$ cat config.mk
export PLATFORM = sky130hd
export DESIGN_NAME = program_sequencer
export DESIGN_NICKNAME = d
export VERILOG_FILES = /design/src/rtl/program_sequencer.sv
export SDC_FILE = /design/constraint.sdc
export NUM_CORES = 1
export LEC_CHECK = 0
export ABC_AREA = 1
export CAP_MARGIN = 20
export CORE_MARGIN = 1
export CORE_UTILIZATION = 40
export CTS_CLUSTER_SIZE = 14
export DETAILED_ROUTE_END_ITERATION = 8
export PLACE_DENSITY = 0.86
export SETUP_SLACK_MARGIN = 0.4
export SLEW_MARGIN = 20
export SYNTH_ARGS = -nofsm -noshare
export SYNTH_HDL_FRONTEND = slang
export SYNTH_SLANG_ARGS = --single-unit
$ cat constraint.sdc
create_clock -name clk -period 3.8 [get_ports clk]
set_input_delay 0.38 -clock clk [delete_from_list [all_inputs] [get_ports clk]]
set_output_delay 0.38 -clock clk [all_outputs]
set_load 0.02 [all_outputs]
$ cat src/rtl/program_sequencer.sv
// program_sequencer
//   Multi-program run controller for the 9-bit CPU family. A rising edge on
//   `start` loads the selected entry point into the core PC. It then enables
//   the core and counts RUN cycles until the core halts, the optional timeout
//   expires or the host aborts. Completion is reported on `done`, either as a
//   level or as a one-cycle pulse.
//
// Parameters
//   PC_W       program counter width
//   NUM_PROGS  number of selectable entry points (>= 1)
//   CYC_W      cycle counter width
//   TIMEOUT    max RUN cycles, 0 disables
//   DONE_MODE  0: level done, 1: one-cycle done pulse
//
// Ports
//   clk, rst_n   clock, asynchronous active-low reset
//   start        launch request (rising edge in IDLE)
//   abort        force-stop a run in LOAD/RUN
//   prog_sel     program index, sampled with the accepted start
//   entry_pcs    packed entry addresses, entry i at [i*PC_W +: PC_W]
//   core_halt    core decoded its halt instruction this cycle
//   pc_load      one-cycle PC load strobe
//   pc_load_val  entry address to load (holds outside LOAD)
//   core_run     core step enable
//   busy         run in progress (LOAD, RUN, FIN)
//   done         run completion
//   timed_out    last run ended by timeout
//   cycles       RUN cycle count of the current or last run
module program_sequencer #(
  parameter int unsigned PC_W      = 10,
  parameter int unsigned NUM_PROGS = 4,
  parameter int unsigned CYC_W     = 16,
  parameter int unsigned TIMEOUT   = 0,
  parameter int unsigned DONE_MODE = 0,
  localparam int unsigned SEL_W    = (NUM_PROGS > 1) ? $clog2(NUM_PROGS) : 1
) (
  input  logic                      clk,
  input  logic                      rst_n,
  input  logic                      start,
  input  logic                      abort,
  input  logic [SEL_W-1:0]          prog_sel,
  input  logic [NUM_PROGS*PC_W-1:0] entry_pcs,
  input  logic                      core_halt,
  output logic                      pc_load,
  output logic [PC_W-1:0]           pc_load_val,
  output logic                      core_run,
  output logic                      busy,
  output logic                      done,
  output logic                      timed_out,
  output logic [CYC_W-1:0]          cycles
);

  localparam logic [1:0] ST_IDLE = 2'd0;
  localparam logic [1:0] ST_LOAD = 2'd1;
  localparam logic [1:0] ST_RUN  = 2'd2;
  localparam logic [1:0] ST_FIN  = 2'd3;

  logic [1:0]       state;
  logic             start_q;
  logic [SEL_W-1:0] sel_q;
  logic [PC_W-1:0]  pc_val_q;
  logic [PC_W-1:0]  entry_sel;
  logic [CYC_W-1:0] cyc_inc;
  logic             accept;
  logic             timeout_hit;

  assign accept = (state == ST_IDLE) && start && !start_q;

  // Saturating RUN-cycle counter increment.
  assign cyc_inc = (cycles == '1) ? cycles : cycles + CYC_W'(1);

  // `cycles` counts completed RUN cycles, so the current one is cycles+1.
  assign timeout_hit = (TIMEOUT != 0) && ((32'(cycles) + 32'd1) == TIMEOUT);

  // Out-of-range indices fall back to entry 0.
  always_comb begin
    entry_sel = entry_pcs[PC_W-1:0];
    for (int unsigned i = 1; i < NUM_PROGS; i++) begin
      if (32'(sel_q) == i) entry_sel = entry_pcs[i*PC_W +: PC_W];
    end
  end

  assign pc_load     = (state == ST_LOAD);
  assign core_run    = (state == ST_RUN);
  assign busy        = (state != ST_IDLE);
  // Live entry during LOAD, last loaded value otherwise.
  assign pc_load_val = pc_load ? entry_sel : pc_val_q;

  always_ff @(posedge clk or negedge rst_n) begin
    if (!rst_n) begin
      state     <= ST_IDLE;
      start_q   <= 1'b0;
      sel_q     <= '0;
      pc_val_q  <= '0;
      done      <= 1'b0;
      timed_out <= 1'b0;
      cycles    <= '0;
    end else begin
      start_q <= start;
      case (state)
        ST_IDLE: begin
          if (accept) begin
            sel_q     <= prog_sel;
            done      <= 1'b0;
            timed_out <= 1'b0;
            cycles    <= '0;
            state     <= ST_LOAD;
          end
        end
        ST_LOAD: begin
          pc_val_q <= entry_sel;
          state    <= abort ? ST_IDLE : ST_RUN;
        end
        ST_RUN: begin
          cycles <= cyc_inc;
          if (abort) begin
            state <= ST_IDLE;
          end else if (core_halt) begin
            state <= ST_FIN;
            done  <= 1'b1;
          end else if (timeout_hit) begin
            state     <= ST_FIN;
            done      <= 1'b1;
            timed_out <= 1'b1;
          end
        end
        ST_FIN: begin
          state <= ST_IDLE;
          if (DONE_MODE != 0) done <= 1'b0;
        end
        default: state <= ST_IDLE;
      endcase
    end
  end

endmodule

==> metrics.csv, run 1 <==
stage,metric,value,unit
global_routing,grt_max_degree,33,
power_and_ir_drop,powerDensity,632.2,nW/µm²
clock_network,clockBufferDepth,2,
routing,drc,0,
power_and_ir_drop,internal_power,1052,µW
clock_network,post_cts_buffers,0,
critical_path,critPathRequiredTime,3.42,ns
placed_design,numPortBuffers,76,
critical_path,r2r_end,pc_val_q[5],
global_routing,grt_pass1_wl,9.225,mm
timing,finalHoldViolations,0,
synthesis,synthCells,289,
clock_network,cts_hold_buf,0,
timing,finClkSkew,0.008757,ns
power_and_ir_drop,p_sw,793.0,µW
cells_and_area,fill_cells,447,
timing,fin_crit,2.918,ns
synthesis,synth_area,2001,µm²
synthesis,synth_warnings,0,
placed_design,post_dp_cell_area,2811,µm²
timing,rsz0062_at_grt,no,
power_and_ir_drop,peakVddDrop,0.0003298,V
placed_design,routabilityCongestion,0.8249,
worst_hold_path,hold_class,input port to async pin,
clock_network,clock-sinks,32,
flow_run,maxCapViolations,0,
clock_network,cts_tree,yes,
synthesis,ys_ff_latch,32,
die,rows,25,
cells_and_area,layout-drive-gt1-share,0.06284,
cells_and_area,antenna_cells,0,
timing,setup_viol,0,
cells_and_area,synthToLayoutAreaGrowth,45.90,%
routing,num_vias,2074,
timing,worstMarginPinSlew,0.6085,ns
critical_path,r2r_cells,5,
critical_path,crit_fanout,20,
timing,timing.fmax,0.3427,GHz
critical_path,reg2reg_slack,2.09,ns
global_routing,grt_overflow,0,
global_routing,grt_usage,0.2265,
cells_and_area,fin_nets,413,
cells_and_area,final_cell_area,2919,µm²
power_and_ir_drop,seqPwrFrac,0.282,
die,die_w,72.72,µm
routing,viasPerCell,4.790,
synthesis,avgSynthCellArea,6.923,µm²
global_routing,grt_antenna_before_repair,0,
die,core-area,4755,µm²
clock_network,cts.htree.levels,2,
power_and_ir_drop,static-leakage-power,0.001413,µW
critical_path,cp-start-kind,flop,
routing,wl_per_cell,12.77,µm
clock_network,clk_pin_slew_worst_paths,0.07,ns
die,dieArea,5288,µm²
die,start_util,0.4208,
routing,drtIter0Drc,116,
synthesis,syn-num-nets,337,
clock_network,cts_made_buffers,5,
placed_design,hpwl,4.174,mm
cells_and_area,multiInputGateArea,1046,µm²
clock_network,cts.repair.resized,0,
critical_path,criticalPathCategory,flop to primary output,
synthesis,ys_seq_area_frac,0.4003,
synthesis,synth_edf_count,0,
critical_path,worst_setup_path_end_kind,primary output,
routing,drt_wl_total,5.531,mm
routing,ant_nets,0,
run_status,status,"finished, final reports clean",
power_and_ir_drop,p_sw_frac,0.4298,
timing,relSlewSlack,0.5933,
timing,period_share,0.7679,
timing,tns,0,ns
critical_path,r2r_start,sel_q[0],
routing,dr.pass1.iters,4,
die,ios,78,
clock_network,cts-root-buf,clkbuf_8,
global_routing,grt_pass1_vias,2079,
synthesis,synth_top_flop_cell,dfrtp_1,
die,die_h,72.72,µm
power_and_ir_drop,combPwrFrac,0.542,
power_and_ir_drop,p_clk_frac,0.176,
cells_and_area,seqCellArea,800.8,µm²
timing,slew_viol_final,0,
critical_path,cp.arrival,2.54,ns
synthesis,synthArstFlopShare,1.000,
clock_network,worstSkewPairLatency,0.28,ns
synthesis,synth_cell_types,24,
## power by group through the flow
stage                     registers [µW]  clock network (µW)  logic, µW
after floorplan                      517                   0        609
after CTS                            521                 332       1010
final                                520                 325       1000
after global routing                 535                 343       1100
after global placement               516                   0        983
after detailed placement             527                   0       1010
## kinds of logic (layout without fill, tap and decap cells)
kind of cell	Yosys count	count (layout)	synth area share
simple gates	183	183	0.4027
buf+inv	37	114	0.07692
flops	32	32	0.4003
compound gates	30	30	0.09005
xor+xnor	5	5	0.02189
fa+ha+maj	1	1	0.006253
other cells	1	1	0.001874
## how the worst max path moves through the flow
| stage | end | start | slack [ns] | cells after the start |
|---|---|---|---|---|
| 6_report | pc_load_val[6] | sel_q[1] | 0.88 | 5 |
| 5_1_grt | pc_load_val[9] | sel_q[1] | 0.64 | 5 |
| 4_1_cts | pc_load_val[6] | sel_q[0] | 0.84 | 7 |
| 3_5_place_dp | pc_load_val[9] | sel_q[0] | 1.16 | 7 |
| 3_3_place_gp | pc_load_val[0] | sel_q[0] | 1.28 | 6 |
| 2_1_floorplan | pc_load_val[1] | state[1] | 1.99 | 4 |
## cell usage after synthesis (2+ instances only)
master | count | share of area
xnor2_1 | 2 | 0.0088
o211ai_1 | 11 | 0.041
a21oi_1 | 13 | 0.033
o21ai_0 | 5 | 0.013
inv_1 | 28 | 0.053
nor2_1 | 27 | 0.051
nand3_1 | 32 | 0.080
nor2_4 | 3 | 0.017
nand2_2 | 4 | 0.013
dfrtp_1 | 32 | 0.40
buf_1 | 2 | 0.0038
nand2_4 | 3 | 0.017
clkbuf_1 | 5 | 0.0094
xor2_1 | 3 | 0.013
or2_2 | 2 | 0.0063
nor2_2 | 2 | 0.0063
nand3b_1 | 3 | 0.011
nand2_1 | 106 | 0.20
## worst max-delay path: stages, from the launching register on
cell	delay [ns]
dfrtp_1	0.60
nand2_1	0.47
nand3_1	0.24
o211ai_1	0.10
a21oi_1	0.20
clkdlybuf4s50_1	0.65
## cell type report
| cell class | instances | share of cell area |
|---|---|---|
| timing repair buffer | 78 | 0.2658 |
| clock inverter | 2 | 0.01200 |
| tap | 67 | 0.02872 |
| multi-input combinational | 220 | 0.3583 |
| inverter | 28 | 0.03601 |
| clock buffer | 6 | 0.02486 |
| sequential | 32 | 0.2743 |
## metrics by stage
stage	setup WS [ns]	hold WS, ns	util	cells	total power [µW]
after global placement	1.282	0.4837	0.5913	425	1499
after global routing	0.6404	0.5295	0.6139	433	1975
after floorplan	1.988	0.08441	-	289	1126
after CTS	0.8391	0.5085	0.6139	433	1865
after detailed placement	1.156	0.4918	0.5913	425	1535
final	0.8819	0.4938	0.6139	433	1845
## sequential cells by signal, summed over array words and instances, names as in the netlist
register / flops
sel_q: 2
pc_val_q: 10
cycles: 16
start_q: 1
state: 2
done: 1
## placed cells by master (no fill, tap or decap), drive strengths merged, types with 5 or more instances in the layout
cell type      synthesis  layout
nor2                  32      32
nand3                 32      32
clkbuf                 5       6
nand2                113     113
clkdlybuf4s50          0      76
o21ai                  5       5
dfrtp                 32      32
o211ai                11      11
a21oi                 13      13
inv                   28      28
## metal layers
| metal | global-route usage | wire length (µm) | vias up |
|---|---|---|---|
| li1 | - | - | 1067 |
| met5 | 0 | 0 | - |
| met4 | 0.1024 | 148 | 0 |
| met1 | 0.2690 | 2383 | 953 |
| met2 | 0.4060 | 2848 | 40 |
| met3 | 0.03039 | 151 | 14 |
Power figures use the tool's default switching activity.
==> run 2: changes to the inputs <==
==> constraint.sdc (replaced) <==
create_clock -name clk -period 2.8 [get_ports clk]
set_input_delay 0.28 -clock clk [delete_from_list [all_inputs] [get_ports clk]]
set_output_delay 0.28 -clock clk [all_outputs]
set_load 0.02 [all_outputs]
==> run 2 against run 1 <==
Global-route usage decreased by 0.33 points; cell count increased by 1.2%; combinational power up 38%; clock power grew 14%; critical path type unchanged.
==> metrics.csv, run 2 (synthesis results as in run 1) <==
stage,metric,value,unit,change
run_status,status,"finished, final reports clean",,
cells_and_area,layout_commonest_cell,nand2_1,,
critical_path,cp-start-kind,flop,,
cells_and_area,most-common-layout-cells,"nand2_1 (104), clkdlybuf4s50_1 (66), nand3_1 (32)",,
timing,fin_crit,2.215,ns,
power_and_ir_drop,p_clk_frac,0.153,,-0.023
timing,slew_viol_final,0,,unchanged
placed_design,numPortBuffers,76,,unchanged
routing,wl_per_cell,12.22,µm,-4.3%
timing,timing.fmax,0.4515,GHz,
critical_path,r2r_end,cycles[7],,
routing,drc,0,,unchanged
cells_and_area,fin_nets,418,,+1.2%
routing,drtIter0Drc,162,,+40%
worst_hold_path,hold_class,input port to async pin,,
clock_network,cts_tree,yes,,
critical_path,criticalPathCategory,flop to primary output,,
clock_network,cts_hold_buf,0,,unchanged
placed_design,routabilityCongestion,0.8376,,+1.5%
critical_path,reg2reg_slack,1.19,ns,-0.90 ns
timing,period_share,0.7910,,
routing,ant_nets,0,,unchanged
routing,viasPerCell,4.856,,+1.4%
timing,finalHoldViolations,0,,unchanged
power_and_ir_drop,p_sw,1089,µW,+37%
power_and_ir_drop,seqPwrFrac,0.278,,-0.004
placed_design,placedCellCount,428,,+0.71%
critical_path,r2r_cells,9,,+4
global_routing,grt_antenna_before_repair,0,,unchanged
clock_network,clk_pin_slew_worst_paths,0.07,ns,about the same
flow_run,maxCapViolations,0,,unchanged
global_routing,grt_pass1_vias,2026,,-2.5%
power_and_ir_drop,peakVddDrop,0.0004639,V,+41%
cells_and_area,top_regs,"cycles (16), pc_val_q (10)",,
critical_path,worst_setup_path_end_kind,primary output,,
global_routing,grt_overflow,0,,unchanged
routing,drt_wl_total,5.353,mm,-3.2%
critical_path,cp.arrival,1.93,ns,-0.61 ns
global_routing,grt_max_degree,33,,unchanged
die,core-area,4755,µm²,unchanged
power_and_ir_drop,internal_power,1339,µW,+27%
timing,rsz0062_at_grt,no,,
clock_network,cts_made_buffers,5,,unchanged
die,ios,78,,unchanged
routing,num_vias,2127,,+2.6%
die,start_util,0.4208,,unchanged
timing,setup_viol,0,,unchanged
cells_and_area,final_cell_count_no_fill,438,,+1.2%
critical_path,r2r_start,cycles[0],,
cells_and_area,largest_reg_flops,16,,unchanged
clock_network,cts-root-buf,clkbuf_8,,
cells_and_area,final_core_util,0.6203,,+0.006316
die,die_h,72.72,µm,unchanged
critical_path,critPathRequiredTime,2.52,ns,-0.90 ns
clock_network,clock-sinks,32,,unchanged
die,rows,25,,unchanged
critical_path,crit_fanout,14,,-30%
power_and_ir_drop,p_sw_frac,0.4484,,+0.01866
cells_and_area,largest-register,cycles,,
power_and_ir_drop,powerDensity,823.3,nW/µm²,+30%
routing,dr.pass1.iters,4,,unchanged
placed_design,hpwl,4.013,mm,-3.9%
power_and_ir_drop,static-leakage-power,0.001450,µW,+2.6%
cells_and_area,synthToLayoutAreaGrowth,47.40,%,
cells_and_area,fill_cells,441,,-1.3%
global_routing,grt_pass1_wl,9.204,mm,-0.23%
global_routing,grt_usage,0.2233,,-0.003279
timing,tns,0,ns,unchanged
timing,finClkSkew,0.004820,ns,-0.003938 ns
die,die_w,72.72,µm,unchanged
clock_network,clockBufferDepth,2,,unchanged
clock_network,worstSkewPairLatency,0.28,ns,about the same
die,dieArea,5288,µm²,unchanged
power_and_ir_drop,combPwrFrac,0.570,,+0.028
cells_and_area,antenna_cells,0,,unchanged
clock_network,cts.htree.levels,2,,unchanged
cells_and_area,layout-drive-gt1-share,0.08625,,+0.02341
## run 2: changes by cell type in the layout (fill, tap and decap cells not counted), sizes merged
cell           before  now
clkdlybuf4s15       0    1
buf                 2    7
dlymetal6s2s        0    2
clkinv              1    2
dlygate4sd2         0    7
clkdlybuf4s50      76   66
bufinv              1    0
## run 2: through the flow
stage | worst slack, ns | power [µW] | hold WS [ns] | instance area [µm²]
3_3_place_gp | 0.4458 | 2073 | 0.4835 | 2834
4_1_cts | 0.4106 | 2447 | 0.4027 | 2943
3_5_place_dp | 0.3901 | 2102 | 0.4909 | 2834
5_1_grt | 0.4002 | 2617 | 0.4326 | 2949
2_1_floorplan | 1.088 | 1528 | -0.01559 | 2001
6_report | 0.5853 | 2428 | 0.3978 | 2949
## run 2: worst max-delay path, stage by stage (launching register included)
cell and delay [ns]:
dfrtp_1 0.37, inv_1 0.13, nand2_1 0.17, buf_4 0.23, nand3_1 0.09, o211ai_1 0.09
a21oi_1 0.21, dlygate4sd2_1 0.37
## run 2: power by group through the flow
| stage | Combinational (µW) | Sequential [µW] | Clock [µW] |
|---|---|---|---|
| finish | 1380 | 674 | 370 |
| global route | 1520 | 692 | 403 |
| CTS | 1390 | 674 | 380 |
| detailed placement | 1410 | 688 | 0 |
| global placement | 1390 | 686 | 0 |
| floorplan | 827 | 701 | 0 |
## run 2: layout make-up
cell class | count | area [µm²] | area share
inverters | 28 | 105.1 | 0.03564
flip-flops and latches | 32 | 802.0 | 0.2720
repair buffers | 83 | 809.5 | 0.2745
clock inverters | 2 | 10.01 | 0.003394
multi-input cells | 220 | 1056 | 0.3581
well taps | 67 | 83.83 | 0.02843
clock buffers | 6 | 82.58 | 0.02800
## run 2: worst max path at each step
stage	start	endpoint	slack (ns)	cells after the start
2_1_floorplan	state[1]	pc_load_val[1]	1.09	4
3_3_place_gp	sel_q[1]	pc_load_val[6]	0.45	6
3_5_place_dp	sel_q[1]	pc_load_val[0]	0.39	7
4_1_cts	sel_q[0]	pc_load_val[4]	0.41	7
5_1_grt	sel_q[0]	pc_load_val[0]	0.40	7
6_report	sel_q[0]	pc_load_val[0]	0.59	7
## run 2: timing repair
item                       CTS  global route
setup endpoints to repair   10             3
gates resized for setup     12             3
pin swaps                    0             0
setup buffers                2             0
## run 2: routing by layer
metal | vias up | track usage | routed length (µm)
met1 | 994 | 0.2835 | 2412
met4 | 0 | 0.08497 | 110
li1 | 1077 | - | -
met2 | 46 | 0.3759 | 2657
met5 | - | 0 | 0
met3 | 10 | 0.04282 | 173
==> run 3: changes to the inputs <==
==> constraint.sdc (replaced) <==
create_clock -name clk -period 2.1 [get_ports clk]
set_input_delay 0.21 -clock clk [delete_from_list [all_inputs] [get_ports clk]]
set_output_delay 0.21 -clock clk [all_outputs]
set_load 0.02 [all_outputs]
==> run 3 against run 2 <==
Sequential share of layout area decreased by 1.6 points; highest routed layer unchanged; die area unchanged; register-to-register slack got worse by 0.63 ns; global-route usage increased by 1.5 points; critical endpoint is now pc_load_val[8]; clock power increased by 41%.
==> metrics.csv, run 3 (synthesis results as in run 1) <==
stage,metric,value,unit,change
timing,holdWs,0.3220,ns,-0.07571 ns
power_and_ir_drop,static-leakage-power,0.001538,µW,+6.1%
global_routing,grt_antenna_before_repair,0,,unchanged
timing,finClkSkew,0.004984,ns,+0.0001638 ns
placed_design,hpwl,4.188,mm,+4.4%
critical_path,r2r_end,cycles[7],,
timing,slew_viol_final,0,,unchanged
critical_path,criticalPathCategory,flop to primary output,,
critical_path,crit_fanout,7,,-7
critical_path,worst_setup_path_end_kind,primary output,,
timing,fin_crit,1.845,ns,
cells_and_area,layout-drive-gt1-share,0.1680,,+0.08173
cells_and_area,layout_commonest_cell,nand2_1,,
die,rows,25,,unchanged
global_routing,grt_pass1_vias,2118,,+4.5%
placed_design,numPortBuffers,76,,unchanged
die,die_w,72.72,µm,unchanged
routing,viasPerCell,4.871,,+0.30%
cells_and_area,largest-register,cycles,,
clock_network,clock-sinks,32,,unchanged
die,core-area,4755,µm²,unchanged
timing,setup_viol,0,,unchanged
power_and_ir_drop,powerDensity,1221,nW/µm²,+48%
clock_network,cts_tree,yes,,
critical_path,worst-path-buf-inv,5,,+2
routing,drtIter0Drc,167,,+3.1%
clock_network,cts.htree.levels,2,,unchanged
critical_path,r2r_start,cycles[1],,
timing,period_share,0.8783,,
routing,num_vias,2182,,+2.6%
die,ios,78,,unchanged
clock_network,worstSkewPairLatency,0.28,ns,about the same
cells_and_area,antenna_cells,0,,unchanged
cells_and_area,most-common-layout-cells,"nand2_1 (104), clkdlybuf4s50_1 (64), nand3_1 (32)",,
global_routing,grt_usage,0.2387,,+0.01544
critical_path,cp.arrival,1.63,ns,-0.30 ns
placed_design,routabilityCongestion,0.9131,,+9.0%
routing,drt_wl_total,6.043,mm,+13%
critical_path,cp-start-kind,flop,,
cells_and_area,fin_nets,429,,+2.6%
worst_hold_path,hold_class,input port to async pin,,
global_routing,grt_overflow,0,,unchanged
die,dieArea,5288,µm²,unchanged
routing,dr.pass1.iters,4,,unchanged
cells_and_area,fill_cells,410,,-7.0%
timing,tns,0,ns,unchanged
cells_and_area,largest_reg_flops,16,,unchanged
critical_path,crit_path_max_incr_delay,0.40,ns,+0.03 ns
routing,ant_nets,0,,unchanged
clock_network,clockBufferDepth,2,,unchanged
die,start_util,0.4208,,unchanged
timing,finalHoldViolations,0,,unchanged
critical_path,worstPathCellList,buf_4 -> buf_4 -> buf_6 -> nand3_1 -> nand2_1 -> inv_1 -> a21oi_1 -> buf_4,,
cells_and_area,top_regs,"cycles (16), pc_val_q (10)",,
critical_path,r2r_cells,9,,unchanged
global_routing,grt_pass1_wl,9.666,mm,+5.0%
run_status,status,"finished, final reports clean",,
critical_path,critPathRequiredTime,1.89,ns,-0.63 ns
routing,drc,0,,unchanged
power_and_ir_drop,peakVddDrop,0.0008252,V,+78%
die,die_h,72.72,µm,unchanged
critical_path,cpLargestDelayFamily,buffers and inverters,,
critical_path,crit_top_cell,buf_4,,
critical_path,cp_slowest_cell,dfrtp_2,,
routing,wl_per_cell,13.49,µm,+10%
clock_network,cts_hold_buf,0,,unchanged
timing,timing.fmax,0.5421,GHz,
flow_run,maxCapViolations,0,,unchanged
clock_network,clk_pin_slew_worst_paths,0.07,ns,about the same
cells_and_area,synthToLayoutAreaGrowth,56.85,%,
critical_path,reg2reg_slack,0.56,ns,-0.63 ns
clock_network,cts-root-buf,clkbuf_8,,
global_routing,grt_max_degree,33,,unchanged
timing,rsz0062_at_grt,yes,,
clock_network,cts_made_buffers,5,,unchanged
==> run 3: worst register-to-register path: stages, from the launching register on <==
cell and delay, ns:
dfrtp_1 0.42, ha_1 0.22, nand2_2 0.10, nor2_4 0.12, nand2_4 0.09, nor2_4 0.14
nand2_4 0.10, nand2_8 0.15, nand2_1 0.07, nand2_1 0.07
==> run 3: metrics by stage <==
step / setup WS [ns] / util / instance area (µm²) / cells / power, µW
global route: 0.1675 / 0.6600 / 3138 / 448 / 4079
floorplan: 0.4583 / - / 2001 / 289 / 2037
CTS: 0.2811 / 0.6374 / 3030 / 441 / 3542
finish: 0.2555 / 0.6600 / 3138 / 448 / 3831
detailed placement: 0.04428 / 0.6087 / 2894 / 431 / 2922
global placement: 0.08590 / 0.6087 / 2894 / 431 / 2878
==> run 3: layer usage <==
| layer | GRT usage | vias to the layer above | wire length, µm |
|---|---|---|---|
| met5 | 0 | - | 0 |
| met4 | 0.1068 | 0 | 119 |
| li1 | - | 1098 | - |
| met1 | 0.2823 | 1024 | 2556 |
| met3 | 0.04006 | 12 | 220 |
| met2 | 0.4237 | 48 | 3147 |
==> run 3: worst max-delay path by stage <==
stage / depth (start not counted) / endpoint / startpoint / slack, ns
after detailed placement: 7 / pc_load_val[7] / sel_q[1] / 0.04
final: 8 / pc_load_val[8] / sel_q[0] / 0.26
after CTS: 7 / pc_load_val[7] / sel_q[0] / 0.28
after global placement: 6 / pc_load_val[0] / sel_q[0] / 0.09
after global routing: 7 / pc_load_val[8] / sel_q[0] / 0.17
after floorplan: 4 / pc_load_val[1] / state[1] / 0.46
==> run 3: what timing repair did <==
item                                    4_1_cts  5_1_grt
pin swaps                                     2        3
setup buffers                                 2        6
endpoints found under the setup margin       12       26
resized for setup                            62       15
cloned                                        1        1
==> run 3: power by group <==
group | total [µW] | leakage, µW | internal, µW | switching (µW)
Combinational | 2400 | 0.00109 | 1070 | 1320
Clock | 521 | 0.0000503 | 292 | 229
Sequential | 912 | 0.000402 | 795 | 117
==> run 3: layout make-up <==
cell class / count / area, µm² / share of cell area
clock buffers: 7 / 96.34 / 0.03070
inverters: 28 / 107.6 / 0.03429
multi-input cells: 220 / 1109 / 0.3533
flip-flops and latches: 32 / 804.5 / 0.2564
well taps: 67 / 83.83 / 0.02671
repair buffers: 94 / 937.1 / 0.2986
